$ cat config.mk
export PLATFORM = sky130hd
export DESIGN_NAME = life_generation_controller
export DESIGN_NICKNAME = d
export VERILOG_FILES = /design/src/rtl/life_generation_controller.sv
export SDC_FILE = /design/constraint.sdc
export NUM_CORES = 2
export LEC_CHECK = 0
export ABC_AREA = 0
export CORE_ASPECT_RATIO = 1.5
export CORE_UTILIZATION = 23
export CTS_CLUSTER_SIZE = 20
export DETAILED_ROUTE_END_ITERATION = 6
export HOLD_SLACK_MARGIN = 0.15
export PLACE_DENSITY = 0.4
export SLEW_MARGIN = 20
export SYNTH_ARGS = -nofsm -noshare
export SYNTH_HDL_FRONTEND = slang
export SYNTH_SLANG_ARGS = --single-unit
export TNS_END_PERCENT = 10
$ cat constraint.sdc
create_clock -name clk -period 23.3 [get_ports clk]
set_input_delay 4.66 -clock clk [delete_from_list [all_inputs] [get_ports clk]]
set_output_delay 4.66 -clock clk [all_outputs]
set_load 0.01 [all_outputs]
$ cat src/rtl/life_generation_controller.sv
// Double-buffered 16x16 toroidal Game of Life engine: the renderer reads the display bank
// while the next generation is built into the shadow bank during vertical blanking.
module life_generation_controller #(
  parameter int unsigned  FRAMES_PER_GEN = 30,
  parameter logic [255:0] SEED = (256'h1 << 1) | (256'h1 << 18) | (256'h1 << 32) |
                                 (256'h1 << 33) | (256'h1 << 34)
) (
  input  logic        clk,
  input  logic        reset,
  input  logic        frame_tick,
  input  logic        run,
  input  logic        step,
  input  logic        load,
  input  logic [7:0]  rd_index,
  output logic        rd_alive,
  output logic        busy,
  output logic        swap,
  output logic [15:0] generation,
  output logic [1:0]  dbg_state
);

  typedef enum logic [1:0] {
    S_IDLE    = 2'd0,
    S_COMPUTE = 2'd1,
    S_SWAP    = 2'd2
  } state_t;

  localparam logic [7:0] LP_LAST_FRAME = 8'(FRAMES_PER_GEN - 1);

  state_t        r_state;
  logic [255:0]  r_bank0;
  logic [255:0]  r_bank1;
  logic          r_bank_sel;
  logic [7:0]    r_frame_cnt;
  logic [7:0]    r_cell_idx;
  logic          r_step_pending;
  logic          r_load_pending;
  logic          r_busy;
  logic          r_swap;
  logic [15:0]   r_generation;

  logic [255:0]  w_display;
  logic [3:0]    w_x;
  logic [3:0]    w_y;
  logic [3:0]    w_xm;
  logic [3:0]    w_xp;
  logic [3:0]    w_ym;
  logic [3:0]    w_yp;
  logic [3:0]    w_count;
  logic          w_next;

  // Bank select names the displayed bank; the other one is the shadow being written.
  assign w_display = r_bank_sel ? r_bank1 : r_bank0;
  assign rd_alive  = w_display[rd_index];

  assign w_x  = r_cell_idx[3:0];
  assign w_y  = r_cell_idx[7:4];
  assign w_xm = w_x - 4'd1;
  assign w_xp = w_x + 4'd1;
  assign w_ym = w_y - 4'd1;
  assign w_yp = w_y + 4'd1;

  // 4-bit coordinate arithmetic wraps at 16, giving the toroidal neighbourhood for free.
  assign w_count = 4'(w_display[{w_ym, w_xm}]) + 4'(w_display[{w_ym, w_x}]) +
                   4'(w_display[{w_ym, w_xp}]) + 4'(w_display[{w_y,  w_xm}]) +
                   4'(w_display[{w_y,  w_xp}]) + 4'(w_display[{w_yp, w_xm}]) +
                   4'(w_display[{w_yp, w_x}])  + 4'(w_display[{w_yp, w_xp}]);

  assign w_next = (w_count == 4'd3) | (w_display[r_cell_idx] & (w_count == 4'd2));

  always_ff @(posedge clk or posedge reset) begin
    if (reset) begin
      r_state        <= S_IDLE;
      r_bank0        <= SEED;
      r_bank1        <= SEED;
      r_bank_sel     <= 1'b0;
      r_frame_cnt    <= 8'd0;
      r_cell_idx     <= 8'd0;
      r_step_pending <= 1'b0;
      r_load_pending <= 1'b0;
      r_busy         <= 1'b0;
      r_swap         <= 1'b0;
      r_generation   <= 16'd0;
    end else begin
      r_swap <= 1'b0;
      case (r_state)
        S_IDLE: begin
          if (frame_tick) begin
            if (r_load_pending) begin
              if (r_bank_sel) r_bank1 <= SEED;
              else            r_bank0 <= SEED;
              r_generation   <= 16'd0;
              r_frame_cnt    <= 8'd0;
              r_load_pending <= 1'b0;
              r_step_pending <= 1'b0;
            end else if (run) begin
              if (r_frame_cnt == LP_LAST_FRAME) begin
                r_frame_cnt <= 8'd0;
                r_cell_idx  <= 8'd0;
                r_busy      <= 1'b1;
                r_state     <= S_COMPUTE;
              end else begin
                r_frame_cnt <= r_frame_cnt + 8'd1;
              end
            end else begin
              r_frame_cnt <= 8'd0;
              if (r_step_pending) begin
                r_step_pending <= 1'b0;
                r_cell_idx     <= 8'd0;
                r_busy         <= 1'b1;
                r_state        <= S_COMPUTE;
              end
            end
          end else if (!run) begin
            r_frame_cnt <= 8'd0;
          end
        end
        S_COMPUTE: begin
          if (r_bank_sel) r_bank0[r_cell_idx] <= w_next;
          else            r_bank1[r_cell_idx] <= w_next;
          r_cell_idx <= r_cell_idx + 8'd1;
          if (r_cell_idx == 8'd255) r_state <= S_SWAP;
        end
        S_SWAP: begin
          r_bank_sel   <= ~r_bank_sel;
          r_generation <= r_generation + 16'd1;
          r_busy       <= 1'b0;
          r_swap       <= 1'b1;
          r_state      <= S_IDLE;
        end
        default: r_state <= S_IDLE;
      endcase
      // Fresh pulses win over same-cycle consumption so no request is lost.
      if (step) r_step_pending <= 1'b1;
      if (load) r_load_pending <= 1'b1;
    end
  end

  assign busy       = r_busy;
  assign swap       = r_swap;
  assign generation = r_generation;
  assign dbg_state  = r_state;

endmodule
==> qor.txt <==
================================================================================
Outcome ........................................................... finished clean
Overflow left after global routing ................................            0
Overall die width .................................................       335 um
Util after Layout .................................................        25.8%
Vertical die dimension ............................................       501 um
Number of vias per cell ...........................................         5.66
Maximum number of pins on one net before global-route repair ......          149
Post-route ant nets ...............................................            0
Tightest Pin Transition ...........................................      1.15 ns
Num CTS Buffers ...................................................           59
Warnings, synthesis ...............................................            0
Post-synthesis instance area ...................................... 38,200 sq um
Worst hold-check slack ............................................     0.476 ns
Worst r2r path cells ..............................................           22
Arrival time at the worst endpoint ................................      9.10 ns
Area fraction of the dominant cell type after synthesis ...........        35.4%
Routed wire per std cell ..........................................      27.9 um
Total of endpoints with negative setup slack in the final report ..            0
Final Cell Area ................................................... 42,400 sq um
Number of rows in the core area ...................................          182
Number of iterations in the first detailed-routing pass ...........            5
Most frequent cell after synthesis ................................      o21ai_0
Final hold violations .............................................            0
Most frequently used flop master after synthesis ..................      dfrtp_1
Number of pins with negative max-slew slack in the final report ...            0
Max-Cap Viols .....................................................            0
Length of routed met3 wiring ......................................      7.71 mm
Clock H-tree levels ...............................................            2
Sum of routed wire length over all layers .........................       162 mm
Estimated wirelength of the detail-placed design ..................       101 mm
All-layer global routing usage ....................................        19.1%
Final clock skew ..................................................    0.0231 ns
Synthesized net count .............................................        3,836
Crit path max fanout ..............................................           47
Top Metal Used ....................................................         met5
Count of cells along the worst hold path ..........................            1
Total routed wire length on the met1 layer ........................      63.4 mm
Worst rel slew slack ..............................................        23.4%
Clock tree from TritonCTS .........................................         done
Unrepaired setup endpoints after global routing ...................        false
Critical path required time .......................................     18.64 ns
Met2 routed WL ....................................................      83.4 mm
Clock insertion delay at the later pin of the skew report .........      0.69 ns
Maximum buffer depth of the clock tree ............................            3
P_leak ............................................................      15.5 nW
Type of element capturing the critical path .......................  output port
Max frequency .....................................................     72.7 MHz
First DRT Iteration DRCs ..........................................        2,683
Share of synthesized flip-flops with an asynchronous set or reset .         100%
Number of DRC violations after detailed routing ...................            0
Startpoint kind of the worst setup timing path .................... primary input
Pwr per Cell Area .................................................  131 nW/um^2
Buffer cell driving the clock tree root ...........................    clkbuf_16
CTS hold repair buffers ...........................................            0
Placement Cell Area ............................................... 40,400 sq um
First-pass GRT wire length ........................................       239 mm
Synth unique cells ................................................           56
Growth of design area from synthesis to finish ....................        11.1%
Yosys reg bits ....................................................          551
Final clock period utilization by the worst path ..................        59.0%
Tot Pwr ...........................................................      5.58 mW
Number of enable flip-flop cells after synthesis ..................            0
Sequential cell area fraction in the yosys report .................        36.1%
Post-CTS Setup Bufs ...............................................            0
Via count of the routed design ....................................        32.9k
Minimum period implied by the final worst setup slack .............     13.76 ns
Most instantiated cells after synthesis ........................... 1,034 x o21ai_0, 541 x dfrtp_1, 369 x mux4_2
Vias in the first global route ....................................        32.6k
Total number of clock tree sinks ..................................          551
Synthesized area per cell .........................................   10.1 sq um
Instance count of the mapped netlist ..............................        3,802
Initial antenna violation count ...................................            4
Starting density of the core ......................................        23.2%
Die outline area .................................................. 168,000 sq um
Cell taking the most area after synthesis .........................      dfrtp_1
Ratio of cells with drive above 1 in the final layout .............        18.0%
Area of the core region ........................................... 164,000 sq um
Routability congestion estimate ...................................        0.882
Synth top area cells .............................................. dfrtp_1 35%, mux4_2 22%, o21ai_0 14%
IO Port Bufs ......................................................           34
Path category of the worst min-delay check ........................   reg -> reg
Final-stage net count .............................................        3,599
Resize count post-CTS .............................................            0
Critical path start-end classification ............................    in -> out
Sum of negative setup slack .......................................         0 ns
Ports placed on the boundary ......................................           35
Worst-case vdd ir drop ............................................     0.293 mV
Clock slew at reported path FFs ...................................      0.06 ns
================================================================================
[cell families after synthesis]
logic type	share of synthesized area (%)
simple gates	6.58
fa+ha+maj	0.733
compound gates	21.2
flops	36.1
mux	29.5
xor+xnor	0.661
buf+inv	5.18
[worst max-delay path: stages]
cell and delay (ns):
buf_8 0.42, buf_4 0.84, mux4_2 0.60, mux4_2 0.51
mux4_2 0.63, mux4_2 0.49, mux2_2 0.32, clkdlybuf4s50_1 0.50
[sequential cells by signal, summed over array words and instances, names as in the netlist, 2 cells and up]
register and flops:
dbg_state 2, generation 16, r_bank0 256, r_bank1 256, r_cell_idx 8, r_frame_cnt 8
[area by class of cell]
class                           count  area (sq um)
Antenna cell                        1          2.50
Clock inverter                     28           333
Sequential cell                   551         13800
Clock buffer                       82          1720
Inverter                           22          90.1
Fill cell                       17536        122000
Multi-Input combinational cell   2797         22600
Tap cell                         2208          2760
Timing Repair Buffer              134          1130
[metrics by stage]
stage               instances  worst slack [ns]
floorplan                3802              3.25
CTS                      5822              9.48
global placement         5712              9.53
detailed placement       5712              9.47
global route             5823              9.34
finish                   5823              9.54
[final timing paths]
| path | from | to | slack, ns |
|---|---|---|---|
| max | rd_index[0] | rd_alive | 9.54 |
| min reg2reg | busy | busy | 0.48 |
| max reg2reg | r_cell_idx[0] | r_bank1[111] | 12.73 |
| min in group asynchronous | reset | r_bank1[200] | 4.49 |
| max in group asynchronous | reset | r_bank0[12] | 15.14 |
| min | busy | busy | 0.48 |
[power breakdown]
| part | internal, mW | total, mW | switching, mW |
|---|---|---|---|
| Combinational | 0.766 | 3.46 | 2.69 |
| Sequential | 1.00 | 1.08 | 0.0770 |
| Clock | 0.590 | 1.04 | 0.454 |
[routing by layer]
layer	GRT usage (%)	vias to the layer above
li1	-	13981
met1	22.9	17480
met2	33.9	1181
met3	2.17	296
met4	8.51	4
met5	0	-
[placed cells by master, fill, tap and decap left out, types with 61 or more instances in the layout]
cell | synthesis | routed
a21oi_1 | 260 | 260
a22oi_1 | 121 | 121
buf_4 | 17 | 98
clkbuf_16 | 0 | 61
dfrtp_1 | 541 | 538
mux2i_1 | 269 | 269
mux4_2 | 369 | 369
nand2_1 | 314 | 314
nand3_1 | 69 | 69
nor2_1 | 77 | 74
o21ai_0 | 1034 | 1034
Note: power is estimated with default switching activity, not from simulation.
